**config.mk**
```make
export PLATFORM = sky130hd
export DESIGN_NAME = prog_timer_bank
export DESIGN_NICKNAME = d
export VERILOG_FILES = /design/src/rtl/prog_timer_bank.sv
export SDC_FILE = /design/constraint.sdc
export NUM_CORES = 1
export LEC_CHECK = 0
export ABC_CLOCK_PERIOD_IN_PS = 2100
export CORE_UTILIZATION = 47
export DETAILED_ROUTE_END_ITERATION = 7
export MAX_ROUTING_LAYER = met4
export PLACE_DENSITY_LB_ADDON = 0.1
export SYNTH_ARGS = -nofsm -noshare
export SYNTH_HDL_FRONTEND = slang
export SYNTH_SLANG_ARGS = --single-unit
```
**constraint.sdc**
```tcl
create_clock -name clk -period 2.1 [get_ports clk]
set_clock_uncertainty 0.15 [all_clocks]
set_input_delay 0.42 -clock clk [delete_from_list [all_inputs] [get_ports clk]]
set_output_delay 0.42 -clock clk [all_outputs]
set_load 0.02 [all_outputs]
```
**src/rtl/prog_timer_bank.sv**
```systemverilog
// Bank of independent programmable down-counting timers sharing one prescaler
// and a binary divider chain that provides eight power-of-two tick rates.
module prog_timer_bank #(
    parameter int CHANNELS = 2,
    parameter int WIDTH    = 8,
    parameter int PRESCALE = 128
) (
    input  logic                      clk,
    input  logic                      reset_n,
    input  logic [3*CHANNELS-1:0]     src_sel,
    input  logic [WIDTH*CHANNELS-1:0] reload_data,
    input  logic [CHANNELS-1:0]       write_reload,
    input  logic [CHANNELS-1:0]       restart,
    input  logic [CHANNELS-1:0]       enable,
    input  logic [CHANNELS-1:0]       one_shot,
    input  logic [CHANNELS-1:0]       clear_flag,
    output logic [WIDTH*CHANNELS-1:0] count,
    output logic [CHANNELS-1:0]       running,
    output logic [CHANNELS-1:0]       underflow_pulse,
    output logic [CHANNELS-1:0]       underflow_flag
);

    localparam int PS_W = (PRESCALE > 1) ? $clog2(PRESCALE) : 1;

    logic [PS_W-1:0] prescaler_reg;
    logic [6:0]      divider_reg;
    logic            base_tick;
    logic [7:0]      tap;

    assign base_tick = (prescaler_reg == PS_W'(PRESCALE - 1));

    always_ff @(posedge clk or negedge reset_n) begin
        if (!reset_n) begin
            prescaler_reg <= '0;
            divider_reg   <= '0;
        end else begin
            prescaler_reg <= base_tick ? '0 : prescaler_reg + PS_W'(1);
            if (base_tick) begin
                divider_reg <= divider_reg + 7'd1;
            end
        end
    end

    // tap k fires on the base tick that carries out of divider bit k-1
    assign tap[0] = base_tick;
    generate
        for (genvar gi = 1; gi < 8; gi++) begin : g_tap
            assign tap[gi] = base_tick & (&divider_reg[gi-1:0]);
        end
    endgenerate

    generate
        for (genvar gi = 0; gi < CHANNELS; gi++) begin : g_ch
            logic [WIDTH-1:0] count_reg, count_next;
            logic [WIDTH-1:0] reload_reg, reload_next;
            logic             running_reg, running_next;
            logic             pulse_reg, pulse_next;
            logic             flag_reg, flag_next;
            logic [2:0]       sel;
            logic             src_tick;

            assign sel      = src_sel[3*gi +: 3];
            assign src_tick = tap[sel];

            always_comb begin
                reload_next  = write_reload[gi] ? reload_data[WIDTH*gi +: WIDTH] : reload_reg;
                count_next   = count_reg;
                running_next = running_reg;
                pulse_next   = 1'b0;
                flag_next    = clear_flag[gi] ? 1'b0 : flag_reg;
                // restart swallows any coincident tick, so it can never underflow
                if (restart[gi]) begin
                    count_next   = reload_next;
                    running_next = 1'b1;
                end else if (running_reg && enable[gi] && src_tick) begin
                    if (count_reg != '0) begin
                        count_next = count_reg - WIDTH'(1);
                    end else begin
                        pulse_next = 1'b1;
                        flag_next  = 1'b1;
                        if (one_shot[gi]) begin
                            running_next = 1'b0;
                        end else begin
                            count_next = reload_reg;
                        end
                    end
                end
            end

            always_ff @(posedge clk or negedge reset_n) begin
                if (!reset_n) begin
                    count_reg   <= '0;
                    reload_reg  <= '0;
                    running_reg <= 1'b0;
                    pulse_reg   <= 1'b0;
                    flag_reg    <= 1'b0;
                end else begin
                    count_reg   <= count_next;
                    reload_reg  <= reload_next;
                    running_reg <= running_next;
                    pulse_reg   <= pulse_next;
                    flag_reg    <= flag_next;
                end
            end

            assign count[WIDTH*gi +: WIDTH] = count_reg;
            assign running[gi]              = running_reg;
            assign underflow_pulse[gi]      = pulse_reg;
            assign underflow_flag[gi]       = flag_reg;
        end
    endgenerate

endmodule

```
==> run metrics, run 1 <==
status=finished, violations left; failing checks=negative setup slack; largest net degree at the start of global routing=22; Area Overhead vs Synth=42.6%; hpwl dp=about 5300 µm; placed inst area=3950 µm²; fin area=~4300 µm²; CTS Sinks=52; clock slew at reported path FFs=~0.10 ns; drt drc=0; Longest Clk Path Bufs=2; async set or reset register ratio after synthesis=1.00; CTS tree=built; Vias/cell=5.52; Pre-antenna DRT Iters=4; Hold WS=around 0.31 ns; syn nets=330; count of pins over their slew limit=0; area of the multi-input gates=1760 µm²; Hold Path Class=register to register; Crit Path Category=register to register; final cell count without fillers=roughly 460; Placed Instances=around 450; register bit count reported by yosys=52; Power Density=~550 nW/µm²; die area=roughly 6700 µm²; Num CTS Buffers=5; Post-Synthesis Cell Area=between 2000 and 3000 µm²; DRT iter0 DRCs=~120; die width=81.7 µm; final core area utilization=0.707; Final Hold Fails=0; LEAKAGE=0.00183 µW; Initial Util=0.496; Period minus WS final=2.23 ns; final worst path period share=1.06; Avg WL per Cell=around 16 µm; Clock Root Buffer=clkbuf_8; clk_lat worst skew=roughly 0.31 ns; H-tree levels=2; GP Congestion=0.919; # diodes=0; register area=between 1000 and 1500 µm²; share of layout cells above drive strength 1=0.329; Final nets=430; via count=around 2600; Global Route Usage Sum=0.237; Slew @ Worst Pin=slightly above 0.5 ns; initial antenna violation count=0; total core area=between 6000 and 7000 µm²; Yosys warnings=0; final setup margin=-0.132 ns; Post-Syn Area per Cell=between 10 and 15 µm²; Filler Cell Count=445; cell count after synthesis=approximately 290; number of port buffers=55; post-synthesis sequential area ratio=0.436; commonest non-fill, non-tap cell in the layout=clkdlybuf4s50_1; Arrival @ worst endpoint=between 2 and 2.5 ns; Ports=56; Yosys cell types=57; RSZ-0062 raised after global routing=yes; Detailed Route WL=7220 µm; Die H=roughly 82 µm; commonest non-fill, non-tap cells in the layout=clkdlybuf4s50_1, dfrtp_1, buf_4; FP Rows=28; max_cap viols=0; first-pass GRT wire length=11600 µm; Synth Flop Type=dfrtp_1; startpoint types=register; WP data required=about 2.2 ns; EDFF count, synth=0; post-route ant nets=0; Max IR drop VDD=approximately 430 µV; Fmax=approximately 450 MHz; Critical Path Fanout Max=5; CP endpoint kind=register; Pwr Total=between 2000 and 2500 µW; total gr overflow=0; Max-slew headroom=0.660; Final setup viols=15; vias in the first global route=approximately 2500
-- layer usage --
metal,track usage,share of wire,vias to the layer above
met4,0.0789,0.0097,0
met2,0.385,0.50,74
met3,0.0333,0.043,7
met5,-,0,-
li1,-,-,1242
met1,0.304,0.44,1237
-- through the flow --
step	setup TNS (ns)	worst slack [ns]
floorplan	-0.0676	-0.0392
global placement	-5.15	-0.344
detailed placement	-6.10	-0.403
CTS	-0.357	-0.120
global route	-2.45	-0.217
finish	-0.746	-0.132
-- worst max-delay path: stages (launching register included) --
cell and delay [ns]:
dfrtp_1 0.41, ha_4 0.19, ha_4 0.14, buf_6 0.09, mux2i_4 0.07, a311oi_4 0.35, nand4_4 0.20, nor2_4 0.22
o21ai_2 0.06, mux2_4 0.25
-- layout make-up --
class | instances | area share
Clock buffer | 6 | 0.0170
Sequential cell | 52 | 0.306
Tap cell | 75 | 0.0220
Timing Repair Buffer | 105 | 0.224
Clock inverter | 2 | 0.00294
Multi-Input combinational cell | 207 | 0.413
Inverter | 17 | 0.0156
-- timing repair --
action | CTS | global route
gates cloned | 1 | 0
gates resized for setup | 17 | 24
hold buffers | 1 | 0
endpoints found under the setup margin | 18 | 21
endpoints found under the hold margin | 17 | 0
pin swaps | 10 | 18
buffers inserted | 4 | 4
-- kinds of logic (layout without fill, tap and decap cells) --
| family | after synthesis | in the layout | synth area share |
|---|---|---|---|
| simple gates | 90 | 91 | 0.184 |
| compound gates | 68 | 68 | 0.161 |
| flops | 52 | 52 | 0.436 |
| buf+inv | 30 | 130 | 0.0465 |
| mux | 26 | 26 | 0.0984 |
| xor+xnor | 14 | 14 | 0.0410 |
| fa+ha+maj | 8 | 8 | 0.0335 |
-- power by group --
part	leakage [µW]	internal [µW]	switching [µW]
registers	0.000625	1070	71.6
logic	0.00117	323	297
clock network	0.0000412	234	342
-- cell usage after synthesis (2+ instances only) --
| library cell | instances | area [µm²] |
|---|---|---|
| nand2b_1 | 3 | 18.8 |
| nand4_4 | 2 | 42.5 |
| o211ai_1 | 4 | 30.0 |
| clkbuf_1 | 5 | 18.8 |
| clkinv_1 | 2 | 7.51 |
| nand3b_1 | 4 | 30.0 |
| ha_1 | 8 | 100 |
| nor2_2 | 2 | 12.5 |
| a211o_1 | 4 | 35.0 |
| nand3_1 | 7 | 35.0 |
| o21ai_1 | 2 | 10.0 |
| a21oi_1 | 19 | 95.1 |
| inv_1 | 15 | 56.3 |
| mux2i_1 | 2 | 20.0 |
| o21ai_0 | 8 | 40.0 |
| a31oi_1 | 8 | 50.1 |
| mux2_2 | 23 | 259 |
| xor2_1 | 5 | 43.8 |
| nor3_1 | 8 | 40.0 |
| dfrtp_1 | 52 | 1300 |
| a21o_1 | 4 | 30.0 |
| nor2_1 | 23 | 86.3 |
| xnor2_1 | 9 | 78.8 |
| nand4_1 | 4 | 25.0 |
| and3_1 | 4 | 25.0 |
| nor2_4 | 2 | 22.5 |
| buf_4 | 7 | 52.6 |
| nor3b_1 | 2 | 15.0 |
| o21a_1 | 4 | 30.0 |
| nand2_2 | 2 | 12.5 |
| a211oi_1 | 2 | 15.0 |
| nand2_1 | 17 | 63.8 |
-- path summary, 6_finish.rpt --
check,start,slack (ns),endpoint,cells past startpoint
worst max-delay path,divider_reg[0],-0.13,g_ch[1].count_reg[2],9
worst min-delay path,prescaler_reg[0],0.31,prescaler_reg[0],1
worst max register to register,divider_reg[0],-0.13,g_ch[1].count_reg[2],9
worst min register to register,prescaler_reg[0],0.31,prescaler_reg[0],1
max in group asynchronous,reset_n,0.77,prescaler_reg[4],3
min in group asynchronous,reset_n,0.46,prescaler_reg[2],2
Power figures use the tool's default switching activity.
==> run 2, diff against run 1 <==
- SLEW_MARGIN: not set -> 20
==> results of run 2 <==
The final DEF is identical to that of run 1; final timing and power are the same.
